`src/rtl/fft32_pkg.sv`:
```
// Shared FFT-32 definitions: sizes, number formats, FSM encoding and the
// twiddle-exponent / rounding helpers used by the twiddle scheduler.
package fft32_pkg;

    localparam int FFT_N   = 32;
    localparam int LOG2N   = 5;
    localparam int IN_W    = 18;
    localparam int TW_W    = 20;
    localparam int TW_FRAC = 18;
    localparam int OUT_W   = IN_W + 1;
    localparam int PROD_W  = IN_W + TW_W + 1;

    typedef enum logic [1:0] {
        ST_IDLE  = 2'd0,
        ST_RUN   = 2'd1,
        ST_DRAIN = 2'd2
    } state_t;

    // Stage numbers beyond the last DIF stage behave like the last one.
    function automatic logic [2:0] stage_clamp(input logic [2:0] s);
        return (s > 3'd4) ? 3'd4 : s;
    endfunction

    function automatic logic [3:0] twiddle_exp(input logic [2:0] s, input logic [LOG2N-1:0] n);
        logic [5:0] span;
        logic [5:0] half;
        logic [5:0] p;
        logic [5:0] k;
        span = 6'(FFT_N) >> s;
        half = span >> 1;
        p    = {1'b0, n} & (span - 6'd1);
        if (p >= half) k = (p - half) << s;
        else           k = 6'd0;
        return k[3:0];
    endfunction

    // Half-up rounding of a Q2.18-scaled product back to sample scale.
    function automatic logic signed [OUT_W-1:0] round_q(input logic signed [PROD_W-1:0] x);
        logic signed [PROD_W-1:0] t;
        t = x + $signed({{(PROD_W-TW_FRAC){1'b0}}, 1'b1, {(TW_FRAC-1){1'b0}}});
        t = t >>> TW_FRAC;
        return t[OUT_W-1:0];
    endfunction

endpackage

```
`src/rtl/fft32_twiddle_scheduler_if.sv`:
```
// Frame-control, input-stream and output-stream signals of the twiddle scheduler.
interface fft32_twiddle_scheduler_if;
    import fft32_pkg::*;

    logic                    start;
    logic [2:0]              stage;
    logic                    busy;
    logic                    in_valid;
    logic                    in_ready;
    logic signed [IN_W-1:0]  in_real;
    logic signed [IN_W-1:0]  in_imag;
    logic                    out_valid;
    logic                    out_ready;
    logic signed [OUT_W-1:0] out_real;
    logic signed [OUT_W-1:0] out_imag;
    logic [LOG2N-1:0]        out_index;
    logic                    frame_done;

    modport master (
        output start, stage, in_valid, in_real, in_imag, out_ready,
        input  busy, in_ready, out_valid, out_real, out_imag, out_index, frame_done
    );

    modport slave (
        input  start, stage, in_valid, in_real, in_imag, out_ready,
        output busy, in_ready, out_valid, out_real, out_imag, out_index, frame_done
    );

endinterface

```
`src/rtl/complex_mult.sv`:
```
// Full-precision combinational complex multiplier (a * b), result one bit wider than the raw products.
module complex_mult #(
    parameter int inWordWidth_1 = 18,
    parameter int inWordWidth_2 = 20
) (
    input  logic signed [inWordWidth_1-1:0]               a_real,
    input  logic signed [inWordWidth_1-1:0]               a_imag,
    input  logic signed [inWordWidth_2-1:0]               b_real,
    input  logic signed [inWordWidth_2-1:0]               b_imag,
    output logic signed [inWordWidth_1+inWordWidth_2:0]   p_real,
    output logic signed [inWordWidth_1+inWordWidth_2:0]   p_imag
);

    localparam int PW = inWordWidth_1 + inWordWidth_2 + 1;

    logic signed [PW-1:0] ar_s, ai_s, br_s, bi_s;

    assign ar_s   = PW'(a_real);
    assign ai_s   = PW'(a_imag);
    assign br_s   = PW'(b_real);
    assign bi_s   = PW'(b_imag);
    assign p_real = ar_s * br_s - ai_s * bi_s;
    assign p_imag = ar_s * bi_s + ai_s * br_s;

endmodule

```
`src/rtl/fft32_twiddle_rom.sv`:
```
// W32^k for k=0..15 in Q2.18 (cos - j*sin), synchronous read with hold enable.
module fft32_twiddle_rom
    import fft32_pkg::*;
(
    input  logic                   clk,
    input  logic                   rst,
    input  logic                   en,
    input  logic [3:0]             addr,
    output logic signed [TW_W-1:0] tw_real,
    output logic signed [TW_W-1:0] tw_imag
);

    logic signed [TW_W-1:0] re_s;
    logic signed [TW_W-1:0] im_s;

    // Table lookup, round-to-nearest of 2^18*cos and -2^18*sin of 2*pi*k/32.
    always_comb begin
        re_s = 20'sd0;
        im_s = 20'sd0;
        case (addr)
            4'd0:    begin re_s =  20'sd262144; im_s =  20'sd0;      end
            4'd1:    begin re_s =  20'sd257107; im_s = -20'sd51142;  end
            4'd2:    begin re_s =  20'sd242189; im_s = -20'sd100318; end
            4'd3:    begin re_s =  20'sd217965; im_s = -20'sd145639; end
            4'd4:    begin re_s =  20'sd185364; im_s = -20'sd185364; end
            4'd5:    begin re_s =  20'sd145639; im_s = -20'sd217965; end
            4'd6:    begin re_s =  20'sd100318; im_s = -20'sd242189; end
            4'd7:    begin re_s =  20'sd51142;  im_s = -20'sd257107; end
            4'd8:    begin re_s =  20'sd0;      im_s = -20'sd262144; end
            4'd9:    begin re_s = -20'sd51142;  im_s = -20'sd257107; end
            4'd10:   begin re_s = -20'sd100318; im_s = -20'sd242189; end
            4'd11:   begin re_s = -20'sd145639; im_s = -20'sd217965; end
            4'd12:   begin re_s = -20'sd185364; im_s = -20'sd185364; end
            4'd13:   begin re_s = -20'sd217965; im_s = -20'sd145639; end
            4'd14:   begin re_s = -20'sd242189; im_s = -20'sd100318; end
            4'd15:   begin re_s = -20'sd257107; im_s = -20'sd51142;  end
            default: begin re_s =  20'sd0;      im_s =  20'sd0;      end
        endcase
    end

    // Read register; held while the pipeline is stalled.
    always_ff @(posedge clk or posedge rst) begin
        if (rst) begin
            tw_real <= 20'sd0;
            tw_imag <= 20'sd0;
        end else if (en) begin
            tw_real <= re_s;
            tw_imag <= im_s;
        end
    end

endmodule

```
`src/rtl/fft32_twiddle_scheduler.sv`:
```
// One DIF stage pass: stamps each of 32 samples with its twiddle exponent and streams
// x[n] * W32^k out through a 3-deep stallable pipeline (index, ROM fetch, round).
module fft32_twiddle_scheduler
    import fft32_pkg::*;
(
    input  logic                      clk,
    input  logic                      rst,
    fft32_twiddle_scheduler_if.slave  bus
);

    state_t                  state_r, state_s;
    logic [2:0]              stage_r;
    logic [LOG2N-1:0]        n_r;
    logic                    busy_r;
    logic                    stall_s, in_ready_s, in_hs_s, out_hs_s, frame_done_s;

    logic                    p1_valid_r;
    logic signed [IN_W-1:0]  p1_real_r, p1_imag_r;
    logic [LOG2N-1:0]        p1_index_r;
    logic [3:0]              p1_k_r;

    logic                    p2_valid_r;
    logic signed [IN_W-1:0]  p2_real_r, p2_imag_r;
    logic [LOG2N-1:0]        p2_index_r;
    logic signed [TW_W-1:0]  tw_real_s, tw_imag_s;
    logic signed [PROD_W-1:0] prod_real_s, prod_imag_s;

    logic                    out_valid_r;
    logic signed [OUT_W-1:0] out_real_r, out_imag_r;
    logic [LOG2N-1:0]        out_index_r;

    assign stall_s    = out_valid_r && !bus.out_ready;
    assign in_ready_s = (state_r == ST_RUN) && !stall_s;
    assign in_hs_s    = bus.in_valid && in_ready_s;
    assign out_hs_s   = out_valid_r && bus.out_ready;

    // Frame sequencing: accept 32 inputs, then wait for sample 31 to leave.
    always_comb begin
        state_s      = state_r;
        frame_done_s = 1'b0;
        case (state_r)
            ST_IDLE: begin
                if (bus.start) state_s = ST_RUN;
                else           state_s = ST_IDLE;
            end
            ST_RUN: begin
                if (in_hs_s && (n_r == 5'd31)) state_s = ST_DRAIN;
                else                           state_s = ST_RUN;
            end
            ST_DRAIN: begin
                if (out_hs_s && (out_index_r == 5'd31)) begin
                    state_s      = ST_IDLE;
                    frame_done_s = 1'b1;
                end else begin
                    state_s      = ST_DRAIN;
                end
            end
            default: state_s = ST_IDLE;
        endcase
    end

    // State, latched stage and input sample counter.
    always_ff @(posedge clk or posedge rst) begin
        if (rst) begin
            state_r <= ST_IDLE;
            stage_r <= 3'd0;
            n_r     <= 5'd0;
            busy_r  <= 1'b0;
        end else begin
            state_r <= state_s;
            busy_r  <= (state_s != ST_IDLE);
            if ((state_r == ST_IDLE) && bus.start) begin
                stage_r <= stage_clamp(bus.stage);
                n_r     <= 5'd0;
            end else if (in_hs_s) begin
                n_r     <= n_r + 5'd1;
            end
        end
    end

    fft32_twiddle_rom u_rom (
        .clk     (clk),
        .rst     (rst),
        .en      (!stall_s),
        .addr    (p1_k_r),
        .tw_real (tw_real_s),
        .tw_imag (tw_imag_s)
    );

    complex_mult #(
        .inWordWidth_1 (IN_W),
        .inWordWidth_2 (TW_W)
    ) u_cmul (
        .a_real (p2_real_r),
        .a_imag (p2_imag_r),
        .b_real (tw_real_s),
        .b_imag (tw_imag_s),
        .p_real (prod_real_s),
        .p_imag (prod_imag_s)
    );

    // Pipeline stages P1..P3; a stall freezes every stage together.
    always_ff @(posedge clk or posedge rst) begin
        if (rst) begin
            p1_valid_r  <= 1'b0;
            p1_real_r   <= 18'sd0;
            p1_imag_r   <= 18'sd0;
            p1_index_r  <= 5'd0;
            p1_k_r      <= 4'd0;
            p2_valid_r  <= 1'b0;
            p2_real_r   <= 18'sd0;
            p2_imag_r   <= 18'sd0;
            p2_index_r  <= 5'd0;
            out_valid_r <= 1'b0;
            out_real_r  <= 19'sd0;
            out_imag_r  <= 19'sd0;
            out_index_r <= 5'd0;
        end else if (!stall_s) begin
            p1_valid_r <= in_hs_s;
            if (in_hs_s) begin
                p1_real_r  <= bus.in_real;
                p1_imag_r  <= bus.in_imag;
                p1_index_r <= n_r;
                p1_k_r     <= twiddle_exp(stage_r, n_r);
            end
            p2_valid_r  <= p1_valid_r;
            p2_real_r   <= p1_real_r;
            p2_imag_r   <= p1_imag_r;
            p2_index_r  <= p1_index_r;
            out_valid_r <= p2_valid_r;
            if (p2_valid_r) begin
                out_real_r  <= round_q(prod_real_s);
                out_imag_r  <= round_q(prod_imag_s);
                out_index_r <= p2_index_r;
            end
        end
    end

    assign bus.busy       = busy_r;
    assign bus.in_ready   = in_ready_s;
    assign bus.out_valid  = out_valid_r;
    assign bus.out_real   = out_real_r;
    assign bus.out_imag   = out_imag_r;
    assign bus.out_index  = out_index_r;
    assign bus.frame_done = frame_done_s;

endmodule

```
`src/flat_wrapper.sv`:
```
// flat-port wrapper written by rule: the top's interface ports become plain ports
module fft32_twiddle_scheduler_flat import fft32_pkg::*;
  (clk, rst, bus_start, bus_stage, bus_in_valid, bus_in_real, bus_in_imag, bus_out_ready, bus_busy, bus_in_ready, bus_out_valid, bus_out_real, bus_out_imag, bus_out_index, bus_frame_done);
  fft32_twiddle_scheduler_if bus_i ();
  input  logic clk;
  input  logic rst;
  input wire logic [$bits(bus_i.start)-1:0] bus_start;
  input wire logic [$bits(bus_i.stage)-1:0] bus_stage;
  input wire logic [$bits(bus_i.in_valid)-1:0] bus_in_valid;
  input wire logic [$bits(bus_i.in_real)-1:0] bus_in_real;
  input wire logic [$bits(bus_i.in_imag)-1:0] bus_in_imag;
  input wire logic [$bits(bus_i.out_ready)-1:0] bus_out_ready;
  output wire logic [$bits(bus_i.busy)-1:0] bus_busy;
  output wire logic [$bits(bus_i.in_ready)-1:0] bus_in_ready;
  output wire logic [$bits(bus_i.out_valid)-1:0] bus_out_valid;
  output wire logic [$bits(bus_i.out_real)-1:0] bus_out_real;
  output wire logic [$bits(bus_i.out_imag)-1:0] bus_out_imag;
  output wire logic [$bits(bus_i.out_index)-1:0] bus_out_index;
  output wire logic [$bits(bus_i.frame_done)-1:0] bus_frame_done;
  assign bus_i.start = bus_start;
  assign bus_i.stage = bus_stage;
  assign bus_i.in_valid = bus_in_valid;
  assign bus_i.in_real = bus_in_real;
  assign bus_i.in_imag = bus_in_imag;
  assign bus_i.out_ready = bus_out_ready;
  assign bus_busy = bus_i.busy;
  assign bus_in_ready = bus_i.in_ready;
  assign bus_out_valid = bus_i.out_valid;
  assign bus_out_real = bus_i.out_real;
  assign bus_out_imag = bus_i.out_imag;
  assign bus_out_index = bus_i.out_index;
  assign bus_frame_done = bus_i.frame_done;
  fft32_twiddle_scheduler u_core (.clk(clk), .rst(rst), .bus(bus_i));
endmodule
```
`config.mk`:
```
export PLATFORM = sky130hd
export DESIGN_NAME = fft32_twiddle_scheduler_flat
export DESIGN_NICKNAME = d
export VERILOG_FILES = /design/src/rtl/fft32_pkg.sv /design/src/rtl/fft32_twiddle_scheduler_if.sv /design/src/rtl/complex_mult.sv /design/src/rtl/fft32_twiddle_rom.sv /design/src/rtl/fft32_twiddle_scheduler.sv /design/src/flat_wrapper.sv
export SDC_FILE = /design/constraint.sdc
export NUM_CORES = 2
export LEC_CHECK = 0
export ABC_AREA = 1
export CORE_MARGIN = 2
export CORE_UTILIZATION = 45
export CTS_CLUSTER_DIAMETER = 50
export DETAILED_ROUTE_END_ITERATION = 12
export PLACE_DENSITY_LB_ADDON = 0.3
export SYNTH_ARGS = -nofsm -noshare
export SYNTH_HDL_FRONTEND = slang
export SYNTH_SLANG_ARGS = --single-unit
```
`constraint.sdc`:
```
create_clock -name clk -period 9.41 [get_ports clk]
set_input_delay 1.882 -clock clk [delete_from_list [all_inputs] [get_ports clk]]
set_output_delay 1.882 -clock clk [all_outputs]
set_load 0.05 [all_outputs]
```
==> results_dict.tcl <==
set metrics [dict create \
    grt_pass1_vias 51500 \
    holdPathStages 2 \
    cts_root_buffer "clkbuf_16" \
    clock_skew_ps 28.79 \
    seq_area_frac_synth_pct 7.436 \
    grt_max_degree 141 \
    cts_buffers 17 \
    syn_avg_cell_area_um2 8.069 \
    synthTopCellsByArea "fa_1 (50%), inv_1 (15%), nand2_1 (13%)" \
    gp_congestion 0.9706 \
    fmaxAchievable_mhz 120.5 \
    worstHoldStart "u_core.p1_imag_r[14]$_DFFE_PP0P_" \
    synth_seq_cells 182 \
    most-common-layout-cells "inv_1 (2,381), nand2_1 (2,094), fa_1 (1,531)" \
    holdPathEnd "u_core.p2_imag_r[14]$_DFFE_PP0N_" \
    r2r_cells 23 \
    clk_latency_ps 540 \
    avgViaCountPerCell 5.034 \
    final_antenna_net_count 0 \
    drv_cap 0 \
    synthesis.nets 9503 \
    startpoint_type "register" \
    setup-tns-final_ps 0 \
    rr_endpoint "u_core.bus.out_imag[10]$_DFFE_PP0P_" \
    setup_viol 0 \
    crit_fanout 22 \
    clk_pin_slew_ps 90 \
    final_cells 9275 \
    fin_crit_sh_pct 88.20 \
    grt_usage_pct 27.82 \
    synth_edf_count 0 \
    worst_ep_arrival_time_ps 8760 \
    clkSinkCount 182 \
    die_w_um 372.9 \
    critPathKind "register to register" \
    whs_ps 477.0 \
    multiInputGateArea_mm2 0.04644 \
    rsz0062_at_grt "false" \
    slew_headroom_pct 9.371 \
    setup_slack_ps 1111 \
    synth.cell_area_mm2 0.06124 \
    clockBufferDepth 2 \
    routedWlPerCell_um 19.57 \
    cts_setup_buffers 0 \
    htreeDepth 4 \
    grt_pass1_wl_um 296600 \
    cts_tree "built" \
    drt_iter0_markers 3557 \
    n_fill_cell 13180 \
    drv_slew 0 \
    status "finished clean" \
    placementRows 135 \
    layout-drive-gt1-share_pct 2.522 \
    ff_latch_area_mm2 0.004554 \
    yosys.area.top_type "fa_1" \
    dp_cells 9242 \
    core_region_area_mm2 0.1353 \
    syn_to_final_growth_pct 5.739 \
    drt_wl_total_um 181600 \
    post_cts_resize_count 0 \
    async_flop_share_pct 100.0 \
    hold_buffers 0 \
    design.die.area_mm2 0.1391 \
    worstPathRequired_ps 9870 \
    hold_violations 0 \
    hp-class "register to register" \
    dp_slack_ps 1237 \
    antenna_found_initial 2 \
    die_h_um 372.9 \
    synthFlopType "dfrtp_1" \
    route.vias.total 46690 \
    final_common_cell "inv_1" \
    worst_pin_slew_ps 1359 \
    nNetsFinal 9393 \
    finalCriticalPeriod_ps 8299 \
    port_buffers 90 \
    syn_inst 7590 \
    worstReg2RegStart "u_core.p2_imag_r[0]$_DFFE_PP0N_" \
    drc 0 \
    dpl.hpwl_um 148300 \
    yosys_warnings 0 \
    synth_top_area_share_pct 50.04 \
    overflow 0 \
    synth_cell_type_count 47 \
    start_util_pct 45.27 \
    drtPass1Iterations 6 \
    io_pins 91 \
    regToRegSetupSlack_ps 1110 \
    critPathCaptureType "register" \
]
==> worst max-delay path by stage <==
stage / end / start
after global routing: u_core.bus.out_imag[17]$_DFFE_PP0P_ / u_core.p2_imag_r[0]$_DFFE_PP0N_
after detailed placement: u_core.bus.out_real[18]$_DFFE_PP0P_ / u_core.p2_imag_r[0]$_DFFE_PP0N_
final: u_core.bus.out_imag[10]$_DFFE_PP0P_ / u_core.p2_imag_r[0]$_DFFE_PP0N_
after global placement: u_core.bus.out_real[14]$_DFFE_PP0P_ / u_core.p2_imag_r[0]$_DFFE_PP0N_
after CTS: u_core.bus.out_imag[17]$_DFFE_PP0P_ / u_core.p2_imag_r[0]$_DFFE_PP0N_
after floorplan: u_core.bus.out_imag[16]$_DFFE_PP0P_ / u_core.p2_imag_r[0]$_DFFE_PP0N_
==> critical path: stages, from the launching register on <==
cell	delay, ps
dfrtp_1	1210
nand2_1	130
inv_1	210
fa_1	520
fa_1	1080
inv_1	130
fa_1	530
inv_1	60
fa_1	490
fa_1	460
fa_1	480
fa_1	490
inv_1	60
fa_1	500
inv_1	50
ha_1	390
nand2_1	140
nor2_1	230
nand2_1	130
nor2_1	100
o21ai_0	220
nand3_1	160
nand3_1	310
nand2_1	140
==> state kept, by name, indices dropped and copies added (netlist names), 2 cells and up <==
signal and flops:
u_core.u_rom.tw_real 20, u_core.bus.out_imag 19, u_core.bus.out_real 19, u_core.u_rom.tw_imag 19
u_core.p1_imag_r 18, u_core.p1_real_r 18, u_core.p2_imag_r 18, u_core.p2_real_r 18
u_core.bus.out_index 5, u_core.n_r 5, u_core.p1_index_r 5, u_core.p2_index_r 5
u_core.p1_k_r 4, u_core.stage_r 3, u_core.state_r 2
==> metrics by stage <==
stage | utilization, % | area (um2)
after global routing | 47.86 | 64760
after global placement | 47.40 | 64130
after CTS | 47.86 | 64760
after detailed placement | 47.40 | 64130
final | 47.86 | 64760
after floorplan | - | 61250
==> routing by layer <==
layer / track usage, % / wire length [um] / part of all wire [%] / vias up
li1: - / - / - / 20760
met1: 36.28 / 73110 / 40 / 23810
met2: 46.44 / 86960 / 48 / 1748
met3: 5.078 / 13720 / 7.6 / 364
met4: 9.948 / 7738 / 4.3 / 4
met5: 0 / 27 / 0.015 / -
==> final cells by class <==
class                      instances  share of cell area [%]
multi-input combinational       4680                   71.71
inverter                        2386                   13.84
sequential                       182                   7.033
tap                             1781                   3.441
timing repair buffer             213                   2.991
clock buffer                      19                  0.6994
clock inverter                    13                  0.2763
antenna                            1                0.003864
==> Yosys cell counts (3+ instances only) <==
cell type  instances
or2_2             16
a21boi_0           6
o211ai_1          10
dfrtp_1          182
inv_1           2383
xnor2_1           11
nand4_1           13
a21o_1            12
a211oi_1           3
ha_1             338
nand3_1          100
buf_1             86
o22ai_1            8
a21oi_1           80
a31oi_1           26
buf_2             13
xor2_1            13
o21bai_1          12
nand3b_1          14
fa_1            1531
nand2_1         2095
nor4_1             6
o21ai_0          101
nand2_2            5
nor3_1            23
nor2_1           235
clkbuf_1         241
==> cell families after synthesis <==
group	after synthesis	synth area share, %
buffers and inverters	2728	16.76
AND/OR/NAND/NOR	2515	15.97
adder cells (fa/ha/maj)	1869	56.95
AO/OA/AOI/OAI	271	2.527
flip-flops	182	7.436
XOR/XNOR	24	0.3432
multiplexers	1	0.01634
Power is left out: the tool's default activity adds up to more than one toggle a clock period on the data nets, which glitch-free logic cannot reach.
